$ cat config.mk
export PLATFORM = sky130hd
export DESIGN_NAME = seq_multiplier
export DESIGN_NICKNAME = d
export VERILOG_FILES = /design/src/rtl/seq_mult_pkg.sv /design/src/rtl/addern.sv /design/src/rtl/multi_and.sv /design/src/rtl/shift_add_step.sv /design/src/rtl/seq_multiplier.sv
export SDC_FILE = /design/constraint.sdc
export NUM_CORES = 1
export LEC_CHECK = 0
export ABC_AREA = 0
export CORE_ASPECT_RATIO = 0.9
export CORE_MARGIN = 4
export CORE_UTILIZATION = 51
export DETAILED_ROUTE_END_ITERATION = 12
export GPL_TIMING_DRIVEN = 0
export PLACE_DENSITY = 0.88
export SETUP_SLACK_MARGIN = 0.2
export SYNTH_ARGS = -nofsm -noshare
export SYNTH_HDL_FRONTEND = slang
export SYNTH_SLANG_ARGS = --single-unit
export TNS_END_PERCENT = 50
$ cat constraint.sdc
create_clock -name clk -period 4.67 [get_ports clk]
set_clock_uncertainty 0.2 [all_clocks]
set_input_delay 0.934 -clock clk [delete_from_list [all_inputs] [get_ports clk]]
set_output_delay 0.934 -clock clk [all_outputs]
set_load 0.01 [all_outputs]
$ cat src/rtl/seq_mult_pkg.sv
// ----------------------------------------------------------------------------
// seq_mult_pkg
//   Shared definitions for the sequential shift-and-add multiplier:
//     - state_t : controller state encoding (IDLE=0, RUN=1, DONE=2, 2 bits)
//     - clog2() : width of the step counter for an n-bit operand
// ----------------------------------------------------------------------------
package seq_mult_pkg;

    typedef enum logic [1:0] {
        IDLE = 2'd0,
        RUN  = 2'd1,
        DONE = 2'd2
    } state_t;

    // Ceiling log2, never less than 1 so a counter always has at least one bit.
    function automatic int clog2(input int value);
        int width;
        width = 1;
        while ((1 << width) < value) begin
            width++;
        end
        return width;
    endfunction

endpackage

$ cat src/rtl/addern.sv
// ----------------------------------------------------------------------------
// addern
//   n-bit ripple-carry adder built from a chain of full-adder cells.
//   Ports:
//     x, y     [n-1:0] in   addends
//     carryin          in   carry into bit 0
//     s        [n-1:0] out  sum
//     carryout         out  carry out of bit n-1
// ----------------------------------------------------------------------------
module addern #(
    parameter int n = 8
) (
    input  logic [n-1:0] x,
    input  logic [n-1:0] y,
    input  logic         carryin,
    output logic [n-1:0] s,
    output logic         carryout
);

    logic [n:0] c;

    assign c[0] = carryin;

    for (genvar i = 0; i < n; i++) begin : g_fa
        assign s[i]   = x[i] ^ y[i] ^ c[i];
        assign c[i+1] = (x[i] & y[i]) | (c[i] & (x[i] ^ y[i]));
    end

    assign carryout = c[n];

endmodule

$ cat src/rtl/multi_and.sv
// ----------------------------------------------------------------------------
// multi_and
//   Partial-product gate array: every bit of x is ANDed with the single
//   enable bit en.
//   Ports:
//     x  [n-1:0] in   operand word
//     en         in   gating bit
//     y  [n-1:0] out  x & {n{en}}
// ----------------------------------------------------------------------------
module multi_and #(
    parameter int n = 8
) (
    input  logic [n-1:0] x,
    input  logic         en,
    output logic [n-1:0] y
);

    assign y = x & {n{en}};

endmodule

$ cat src/rtl/shift_add_step.sv
// ----------------------------------------------------------------------------
// shift_add_step
//   One combinational shift-and-add iteration:
//     pp      = M & {n{Q[0]}}
//     {c, s}  = A + pp
//     A'      = {c, s[n-1:1]}
//     Q'      = {s[0], Q[n-1:1]}
//   Ports:
//     a_in  [n-1:0] in   accumulator A
//     q_in  [n-1:0] in   multiplier/low-product register Q
//     m_in  [n-1:0] in   multiplicand M
//     a_out [n-1:0] out  next accumulator A'
//     q_out [n-1:0] out  next Q'
// ----------------------------------------------------------------------------
module shift_add_step #(
    parameter int n = 8
) (
    input  logic [n-1:0] a_in,
    input  logic [n-1:0] q_in,
    input  logic [n-1:0] m_in,
    output logic [n-1:0] a_out,
    output logic [n-1:0] q_out
);

    logic [n-1:0] pp;
    logic [n-1:0] sum;
    logic         carry;

    multi_and #(.n(n)) u_pp (
        .x  (m_in),
        .en (q_in[0]),
        .y  (pp)
    );

    addern #(.n(n)) u_add (
        .x        (a_in),
        .y        (pp),
        .carryin  (1'b0),
        .s        (sum),
        .carryout (carry)
    );

    // The carry re-enters at the top of A, so no product bit is ever dropped.
    assign a_out = {carry, sum[n-1:1]};
    assign q_out = {sum[0], q_in[n-1:1]};

endmodule

$ cat src/rtl/seq_multiplier.sv
// ----------------------------------------------------------------------------
// seq_multiplier
//   Unsigned n x n -> 2n sequential shift-and-add multiplier. One partial
//   product is accumulated per clock; a start/ready handshake accepts
//   operands and a one-cycle done pulse marks a new product on p.
//
//   Optional build macro: SEQ_MULT_EARLY_EXIT_EN
//     When defined, a shadow copy R of the multiplier is shifted alongside Q
//     and the run ends as soon as no set multiplier bits remain; the partial
//     product is then realigned to its final position.
//
//   Ports:
//     clk            in   rising-edge clock
//     rst            in   asynchronous active-high reset
//     start          in   request, sampled only while ready=1
//     a     [n-1:0]  in   multiplicand, sampled with start
//     b     [n-1:0]  in   multiplier, sampled with start
//     ready          out  high in IDLE only
//     done           out  one-cycle pulse, p valid from this cycle
//     p     [2n-1:0] out  product register, held until the next done
// ----------------------------------------------------------------------------
module seq_multiplier
    import seq_mult_pkg::*;
#(
    parameter int n = 8
) (
    input  logic           clk,
    input  logic           rst,
    input  logic           start,
    input  logic [n-1:0]   a,
    input  logic [n-1:0]   b,
    output logic           ready,
    output logic           done,
    output logic [2*n-1:0] p
);

    localparam int CW = clog2(n);

    state_t           state_q, state_d;
    logic [n-1:0]     acc_q, acc_d;     // A
    logic [n-1:0]     q_q, q_d;         // Q
    logic [n-1:0]     m_q, m_d;         // M
    logic [CW-1:0]    count_q, count_d;
    logic [2*n-1:0]   p_q, p_d;
    logic             ready_q, ready_d;
    logic             done_q, done_d;

    logic [n-1:0]     acc_step;
    logic [n-1:0]     q_step;
    logic             last_step;

`ifdef SEQ_MULT_EARLY_EXIT_EN
    logic [n-1:0]     r_q, r_d;
    logic [CW:0]      shamt;            // n - steps performed
`endif

    shift_add_step #(.n(n)) u_step (
        .a_in  (acc_q),
        .q_in  (q_q),
        .m_in  (m_q),
        .a_out (acc_step),
        .q_out (q_step)
    );

    // NOTE: every signal assigned here gets a default first, so no path can
    // leave one unassigned and infer a latch.
    always_comb begin
        state_d   = state_q;
        acc_d     = acc_q;
        q_d       = q_q;
        m_d       = m_q;
        count_d   = count_q;
        p_d       = p_q;
        done_d    = 1'b0;
        last_step = (count_q == CW'(n - 1));
`ifdef SEQ_MULT_EARLY_EXIT_EN
        r_d       = r_q;
        // count_q <= n-1 in RUN, so this never underflows.
        shamt     = (CW + 1)'(n - 1) - {1'b0, count_q};
`endif

        case (state_q)
            IDLE: begin
                if (start) begin
                    m_d     = a;
                    q_d     = b;
                    acc_d   = '0;
                    count_d = '0;
`ifdef SEQ_MULT_EARLY_EXIT_EN
                    r_d     = b;
`endif
                    state_d = RUN;
                end
            end

            RUN: begin
                acc_d   = acc_step;
                q_d     = q_step;
                count_d = count_q + CW'(1);
`ifdef SEQ_MULT_EARLY_EXIT_EN
                r_d       = r_q >> 1;
                // Once R is empty the remaining steps would only shift zeros
                // in; the realignment below applies those shifts at once.
                last_step = last_step || ((r_q >> 1) == '0);
                if (last_step) begin
                    state_d = DONE;
                    done_d  = 1'b1;
                    p_d     = {acc_step, q_step} >> shamt;
                end
`else
                if (last_step) begin
                    state_d = DONE;
                    done_d  = 1'b1;
                    p_d     = {acc_step, q_step};
                end
`endif
            end

            DONE: begin
                state_d = IDLE;
            end

            default: begin
                state_d = IDLE;
            end
        endcase

        ready_d = (state_d == IDLE);
    end

    // NOTE: sequential state uses non-blocking assignments only, so every
    // flop samples the pre-edge value of every other flop.
    always_ff @(posedge clk or posedge rst) begin
        if (rst) begin
            state_q <= IDLE;
            acc_q   <= '0;
            q_q     <= '0;
            m_q     <= '0;
            count_q <= '0;
            p_q     <= '0;
            ready_q <= 1'b1;
            done_q  <= 1'b0;
`ifdef SEQ_MULT_EARLY_EXIT_EN
            r_q     <= '0;
`endif
        end else begin
            state_q <= state_d;
            acc_q   <= acc_d;
            q_q     <= q_d;
            m_q     <= m_d;
            count_q <= count_d;
            p_q     <= p_d;
            ready_q <= ready_d;
            done_q  <= done_d;
`ifdef SEQ_MULT_EARLY_EXIT_EN
            r_q     <= r_d;
`endif
        end
    end

    assign ready = ready_q;
    assign done  = done_q;
    assign p     = p_q;

endmodule

# After elaboration in Yosys (flattened, before gate mapping)
# Index checks and enable logic that the tools add are counted.
dict set report classes {
  muxes 11
  reduce_logical 6
  eq_ne 3
  n_bitwise 38
  n_addsub 1
}
# cell n
set ops {}
lappend ops {{8-bit case mux with 2 select lines} 2}
lappend ops {{8-bit 2-to-1 mux} 2}
lappend ops {{1-bit AND} 15}
lappend ops {{1-bit XOR} 15}
lappend ops {{8-bit AND} 1}
lappend ops {{1-bit bitwise OR} 7}
lappend ops {{3-bit case mux with 2 select lines} 1}
lappend ops {{2-bit AND reduction} 3}
lappend ops {{2-bit zero test} 2}
lappend ops {{2-bit 2-to-1 mux} 2}
lappend ops {{2-bit case mux with 2 select lines} 1}
lappend ops {{3-bit by 1-bit adder with 3-bit output (second input constant)} 1}
lappend ops {{3-bit == test (second input constant)} 1}
lappend ops {{3-bit 2-to-1 mux} 1}
lappend ops {{2-bit by 1-bit == test with 1-bit output (second input constant)} 1}
lappend ops {{1-bit 2-to-1 mux} 2}
lappend ops {{2-bit != test (second input constant)} 1}
lappend ops {{2-bit nonzero test} 1}
dict set report totals {
  elab_cells 67
  in_bits 19
  output_inout_bits 18
  regBits 47
}

# Logic depth before layout (Yosys ltp)
# Gate-level depths: netlist of run 1.
dict set report logic_depth {
  word_depth 17
  ltp_mapped 12
  depth_no_buf 11
}

# Hierarchy
# Synthesis of run 1 repeated with hierarchy kept, for this count alone.
dict set report hier_totals {
  hier_cells 164
  area_unflattened_um2 2229.6
}
# module instances seq_area_each_um2 cells_per_inst area_each_um2
set modules_own_cells {}
lappend modules_own_cells {seq_multiplier 1 1177.4 129 1918.1}
lappend modules_own_cells {addern 1 0.0 18 197.7}
lappend modules_own_cells {shift_add_step 1 0.0 9 63.8}
lappend modules_own_cells {multi_and 1 0.0 8 50.0}

# Worst setup path after synthesis of run 1
# OpenSTA, ideal clock, no wires.
dict set report synth_path {
  path_type {register to register}
  startpoint {register q_q[0]}
  endpoint {register acc_q[6]}
  setup_ps 129
  arrival_ps 3686
  required_time_ps 4341
  slack_ps 655
  path_stages_with_launch 13
  synth_period_minus_slack_ps 4015
  cell_sequence {dfrtp_1 -> clkbuf_1 -> and2_1 -> ha_1 -> inv_1 -> fa_1 -> fa_1 -> fa_1 -> fa_1 -> fa_1 -> fa_1 -> fa_1 -> o22ai_1}
}
dict set report synth_via {
  elab_chain_len 16
}
# item line_no
set synth_lines {}
lappend synth_lines {{from (decl)} seq_multiplier.sv:41} ;# logic [n-1:0] q_q, q_d;
lappend synth_lines {{from (signal assigned)} seq_multiplier.sv:149} ;# q_q <= q_d;
lappend synth_lines {{8-bit AND *} multi_and.sv:18} ;# assign y = x & {n{en}};
lappend synth_lines {{1-bit AND or 1-bit XOR (tied branches)} addern.sv:26} ;# assign c[i+1] = (x[i] & y[i]) | (c[i] & (x[i] ^ y[i]));
lappend synth_lines {{1-bit AND} addern.sv:26}
lappend synth_lines {{1-bit bitwise OR} addern.sv:26}
lappend synth_lines {{1-bit AND} addern.sv:26}
lappend synth_lines {{1-bit bitwise OR} addern.sv:26}
lappend synth_lines {{1-bit AND} addern.sv:26}
lappend synth_lines {{1-bit bitwise OR} addern.sv:26}
lappend synth_lines {{1-bit AND} addern.sv:26}
lappend synth_lines {{1-bit bitwise OR} addern.sv:26}
lappend synth_lines {{1-bit AND} addern.sv:26}
lappend synth_lines {{1-bit bitwise OR} addern.sv:26}
lappend synth_lines {{1-bit AND} addern.sv:26}
lappend synth_lines {{1-bit bitwise OR} addern.sv:26}
lappend synth_lines {{1-bit XOR *} addern.sv:25} ;# assign s[i] = x[i] ^ y[i] ^ c[i];
lappend synth_lines {{8-bit case mux with 2 select lines *} seq_multiplier.sv:82} ;# case (state_q)
lappend synth_lines {{to (signal assigned)} seq_multiplier.sv:136} ;# acc_q <= '0;
lappend synth_lines {{to (signal assigned)} seq_multiplier.sv:148} ;# acc_q <= acc_d;
lappend synth_lines {{to (decl)} seq_multiplier.sv:40} ;# logic [n-1:0] acc_q, acc_d;
# Every way passes the cells marked *; elsewhere a longest branch is shown, timed or not.
# A chain may end at the register's enable or synchronous reset.

# Worst setup path in the final report of run 1
# Ends and elaborated chain as after synthesis.

==> impl_results.md, run 1 <==
- Syn Inst Count: roughly 170
- Worst setup SP type: register
- CTS tree: built
- RSZ-0062 raised after global routing: false
- Buf/Inv on CP: 2
- Die Height: between 60 and 70 um
- Crit-path max cell delay: about 0.51 ns
- 1st-iter DRT viols: 58
- Crit end category: register
- Required time of the worst setup path: 4.65 ns
- Slew @ Worst Pin: 0.499 ns
- Fin nets: approximately 250
- Tmin final: between 4 and 5 ns
- CP max-delay cell: fa_1
- Worst reg2reg path startpoint: q_q[0]
- Synth Register Bits: between 40 and 50
- Vias: roughly 1.4k
- Pre-CTS setup slack: between 0.2 and 0.3 ns
- Worst path cell trace: clkbuf_2 -> and2_1 -> ha_1 -> inv_1 -> fa_1 -> fa_1 -> fa_1 -> fa_1 -> fa_1 -> fa_1 -> fa_1 -> o22ai_1
- Later-pin clock latency in the skew report: ~0.30 ns
- CTS clk-pin slew, worst paths: around 0.08 ns
- Commonest non-fill, non-tap cell in the layout: dfrtp_1
- Period utilization: 90.8%
- CP top delay family: adder cells
- FF-to-FF End: acc_q[6]
- WL/cell: 16.6 um
- Syn nets: roughly 200
- Initial antenna violation count: 0
- First-pass GRT wire length: 7040 um
- Worst Hold Path Cells: 2
- Number of global-route vias before repair: around 1.5k
- Final Total Pwr: between 1.5 and 2 mW
- Setup violators final: 0
- Die area: about 0.0052 mm^2
- CTS Hold Bufs: 0
- Most frequent cells in the layout: dfrtp_1 (46), clkdlybuf4s50_1 (36), nand2_1 (22)
- Max-slew violations: 0
- Crit path DAT: around 4.2 ns
- Register area share after synthesis: between 50% and 60%
- Setup WS post-layout: 0.431 ns
- Antenna Nets Post-Route: 0
- Netlist cell types: 31
- Relative slew slack: between 60% and 70%
- Die Width: 75.2 um
- Core Box Area: about 0.0038 mm^2
- CTS Buffer Depth: 2
- Tot GR Track Use: 19.3%
- Power Density: ~680 mW/mm^2
- Min-delay worst type: reg2reg
- Setup TNS: 0 ns
- Cell area after synthesis: 0.00207 mm^2
- Sinks on Clock Net: 47
- Syn Area/Cell: ~12 um^2
- DRC: 0
- Hold Startpoint: p[3]
- Static leakage: 1.14 nW
- Critical Setup Path Class: reg2reg
- Most common cell on crit path: fa_1
- Status: finished clean
- Layout cells sized above 1: between 10% and 20%
- Num ports: 37
- Largest net degree at the start of global routing: 33
- Diode count: 0
- Asr flop ratio synth: between 90% and 100%
- Top FF cell, synth: dfrtp_1
- Gr ovfl total: 0
- Fin. Hold Viols: 0
- Synth warn: 0
- Layout area overhead: 25.1%
- DRT Pass-1 Iters: 4
- Fmax: between 200 and 250 MHz
- Worst reg-to-reg setup slack: ~0.43 ns
- Hold endpoint: p[3]
- Initial Util: 54.4%
- GPL Wtd Cong: slightly below 0.8
- Routed WL: ~4400 um
- CTS HTree Levels: 2
- DP Wirelength: just over 3000 um
- CTS root buf: clkbuf_8
- Worst R2R Path Depth: 12
- Max-cap violation count: 0
- Fillers: between 200 and 300
- Critical-path maximum fanout: 9
- Worst VDD drop: 360 uV
- Number of vias per cell: roughly 5.3
- Num rows: 21
- Port Buf Inserts: 36
- Num CTS Buffers: 5
- Post-synth EDFFs: 0
-- metal layers --
metal / global-route usage, % / up-vias / routed length (um)
met1: 22.6 / 683 / 1840
met3: 6.96 / 11 / 242
met4: 10.5 / 0 / 131
li1: - / 672 / -
met2: 31.2 / 38 / 2160
met5: 0 / - / 0
-- tightest hold or removal path, cell delays in order, from the launching register on --
cell,delay [ns]
dfrtp_1,0.35
nand2_1,0.05
o21ai_0,0.06
-- logic make-up (layout without fill, tap and decap cells) --
group,count (synthesis),count (layout),synth area share (%)
DFF,47,47,56.8
muxes,14,14,7.54
and+or+nand+nor,41,41,10.7
AOI/OAI and AO/OA,35,35,10.7
buffers and inverters,26,71,5.73
adders and majority gates,10,10,8.56
-- how the worst max path moves through the flow --
stage	start	to	slack [ns]	cells past startpoint
floorplan	q_q[0]	acc_q[6]	0.66	12
global placement	q_q[0]	acc_q[6]	0.37	12
detailed placement	q_q[0]	acc_q[6]	0.29	12
CTS	q_q[0]	acc_q[6]	0.25	12
global route	q_q[0]	p[14]	0.27	12
finish	q_q[0]	acc_q[6]	0.43	12
-- area by class of cell --
| class | count | area, um^2 | area share, % |
|---|---|---|---|
| multi-input cells | 100 | 778 | 30.0 |
| inverters | 16 | 60.1 | 2.31 |
| plain buffers | 10 | 60.1 | 2.31 |
| repair buffers | 37 | 380 | 14.7 |
| clock inverters | 1 | 5.00 | 0.193 |
| flip-flops and latches | 47 | 1180 | 45.4 |
| well taps | 46 | 57.6 | 2.22 |
| clock buffers | 7 | 76.3 | 2.94 |
-- Yosys cell counts (all sizes together), types with 2 or more instances --
cell type / count / area, um^2
dfrtp: 46 / 1150
nand2: 22 / 82.6
inv: 16 / 60.1
mux2: 13 / 146
o21ai: 13 / 65.1
buf: 7 / 46.3
fa: 7 / 140
o22ai: 7 / 43.8
nor3b: 6 / 56.3
a21oi: 5 / 25.0
nor2: 4 / 17.5
clkbuf: 3 / 12.5
ha: 3 / 37.5
nor2b: 3 / 18.8
o22a: 3 / 26.3
a221oi: 2 / 17.5
a22o: 2 / 17.5
a22oi: 2 / 15.0
nand3b: 2 / 15.0
nor4bb: 2 / 20.0
-- repair_timing --
item                                    CTS  global route
endpoints found under the setup margin    0             4
buffers inserted                          0             0
resized for setup                         0             2
-- sequential cells by signal, summed over array words and instances (netlist names) --
signal   count
p           16
state_q      2
ready        1
acc_q        8
count_q      3
q_q          8
done         1
m_q          8
-- stage by stage --
stage,util (%),hold slack [ns],instance area [um^2],instances
after detailed placement,65.9,0.273,2510,256
after global routing,68.1,0.318,2590,264
after floorplan,-,0.256,2070,173
after CTS,68.1,0.291,2590,264
final,68.1,0.291,2590,264
after global placement,65.4,0.261,2490,255
-- power breakdown --
| part | total (mW) | switching, mW | internal [mW] |
|---|---|---|---|
| logic | 0.812 | 0.395 | 0.417 |
| registers | 0.708 | 0.104 | 0.605 |
| clock network | 0.233 | 0.128 | 0.105 |
| total | 1.75 | 0.626 | 1.13 |
(Power assumes the default switching activity.)
==> run 2: changes to the inputs <==
--- a/config.mk
+++ b/config.mk
@@ -6,7 +6,7 @@
 export NUM_CORES = 1
 export LEC_CHECK = 0
 export ABC_AREA = 0
-export CORE_ASPECT_RATIO = 0.9
+export CORE_ASPECT_RATIO = 1.1
 export CORE_MARGIN = 4
 export CORE_UTILIZATION = 51
 export DETAILED_ROUTE_END_ITERATION = 12
==> impl_results.md, run 2 (synthesis gave the netlist of run 1 again) <==
- Num rows: 24 (+14%)
- Fin. Hold Viols: 0 (unchanged)
- CTS clk-pin slew, worst paths: 0.08 ns (about the same)
- Critical Setup Path Class: reg2reg
- Number of flip-flops in the largest register: 16 (unchanged)
- Fin nets: 246 (unchanged)
- Number of vias per cell: 5.33 (+0.15%)
- Gr ovfl total: 0 (unchanged)
- Worst VDD drop: 374 uV (+3.9%)
- Die Width: 68.8 um (-8.5%)
- CTS tree: built
- Power Density: 667 mW/mm^2 (-1.4%)
- Initial antenna violation count: 0 (unchanged)
- Crit end category: register
- Most frequent cells in the layout: dfrtp_1 (46), clkdlybuf4s50_1 (36), nand2_1 (22)
- Crit path DAT: 4.22 ns (about the same)
- Dpl cells: 262 (+2.3%)
- CTS HTree Levels: 2 (unchanged)
- DRC: 0 (unchanged)
- Setup TNS: 0 ns (unchanged)
- Tot GR Track Use: 18.1% (-1.3 points)
- Tmin final: 4.20 ns (-0.0344 ns)
- Worst path cell trace: clkbuf_2 -> and2_1 -> ha_1 -> inv_1 -> fa_1 -> fa_1 -> fa_1 -> fa_1 -> fa_1 -> fa_1 -> fa_1 -> o21ai_0
- 1st-iter DRT viols: 91 (+57%)
- Most common cell on crit path: fa_1
- Initial Util: 52.7% (-1.7 points)
- Port Buf Inserts: 36 (unchanged)
- Die area: 0.00515 mm^2 (about the same)
- Routed WL: 4070 um (-7.0%)
- RSZ-0062 raised after global routing: false
- Diode count: 0 (unchanged)
- Largest net degree at the start of global routing: 35 (+6.1%)
- Max-slew violations: 0 (unchanged)
- Num ports: 37 (unchanged)
- Period utilization: 90.0% (-0.74 points)
- Core Box Area: 0.00393 mm^2 (+3.3%)
- Layout Utilization: 66.2% (-2.0 points)
- Relative slew slack: 64.3% (-2.4 points)
- Required time of the worst setup path: 4.68 ns (+0.03 ns)
- Layout cells sized above 1: 16.1% (unchanged)
- Vias: 1438 (+2.4%)
- Antenna Nets Post-Route: 0 (unchanged)
- Slew @ Worst Pin: 0.535 ns (+0.0354 ns)
- Worst setup SP type: register
- Max-cap violation count: 0 (unchanged)
- Crit-path max cell delay: 0.47 ns (-0.04 ns)
- DP Wirelength: 2960 um (-4.5%)
- Pre-CTS setup slack: 0.297 ns (+0.00854 ns)
- CP max-delay cell: fa_1
- CTS Hold Bufs: 0 (unchanged)
- Layout area overhead: 25.5%
- Fmax: 238 MHz (+0.82%)
- Sinks on Clock Net: 47 (unchanged)
- Critical-path maximum fanout: 9 (unchanged)
- Min-delay worst type: reg2reg
- Non-Filler Instances: 270 (+2.3%)
- CTS root buf: clkbuf_8
- Num CTS Buffers: 5 (unchanged)
- Die Height: 74.9 um (+9.3%)
- First-pass GRT wire length: 6650 um (-5.6%)
- WL/cell: 15.1 um (-9.1%)
- Number of global-route vias before repair: 1483 (-1.3%)
- CTS Buffer Depth: 2 (unchanged)
- DRT Pass-1 Iters: 4 (unchanged)
- Status: finished clean
- Commonest non-fill, non-tap cell in the layout: dfrtp_1
- Setup WS post-layout: 0.466 ns (+0.0344 ns)
- Later-pin clock latency in the skew report: 0.30 ns (about the same)
- Static leakage: 1.14 nW (unchanged)
- Setup violators final: 0 (unchanged)
- GPL Wtd Cong: 0.807 (+3.3%)
[run 2: cell counts in the layout (fill, tap and decap cells not counted)]
No cell type changed its count.
[run 2: what timing repair did]
item / in CTS / in global routing
endpoints found under the setup margin: 0 / 3
setup buffers: 0 / 0
resized for setup: 0 / 2
[run 2: worst paths after layout]
kind	startpoint	end	slack [ns]	cells after the start
worst max-delay path	q_q[0]	p[14]	0.47	12
worst min-delay path	p[4]	p[4]	0.28	2
worst max register to register	q_q[0]	p[14]	0.47	12
worst min register to register	p[4]	p[4]	0.28	2
max in group asynchronous	rst	acc_q[6]	3.11	3
min in group asynchronous	rst	p[8]	0.70	2
[run 2: per-layer routing]
| layer | GRT usage (%) | vias to the layer above | wire, um |
|---|---|---|---|
| li1 | - | 674 | - |
| met1 | 22.8 | 719 | 1650 |
| met2 | 28.2 | 38 | 2080 |
| met3 | 4.33 | 7 | 233 |
| met4 | 10.6 | 0 | 102 |
| met5 | 0 | - | 0 |
[run 2: where the power goes]
part           internal (mW)  total [mW]  switching [mW]
registers              0.605       0.701          0.0965
clock network          0.105       0.232           0.127
logic                  0.415       0.801           0.386
[run 2: through the flow]
step	cell area (um^2)	hold slack [ns]	power, mW
floorplan	2070	0.256	1.21
global placement	2500	0.261	1.47
detailed placement	2520	0.274	1.52
CTS	2600	0.292	1.75
global route	2600	0.324	1.88
finish	2600	0.282	1.73
[run 2: worst max-delay path, delay by kind of cell (launching register included)]
kind,cells,cell delay (ns)
and+or+nand+nor,1,0.16
DFF,1,0.32
AOI/OAI and AO/OA,1,0.20
adders and majority gates,8,2.98
buffers and inverters,2,0.27
[run 2: cell type report]
| class | count | area [um^2] |
|---|---|---|
| Clock buffer | 7 | 76.3 |
| Fill cell | 305 | 1330 |
| Buffer | 10 | 60.1 |
| Inverter | 16 | 60.1 |
| Tap cell | 52 | 65.1 |
| Multi-Input combinational cell | 100 | 778 |
| Sequential cell | 47 | 1180 |
| Clock inverter | 1 | 5.00 |
| Timing Repair Buffer | 37 | 380 |
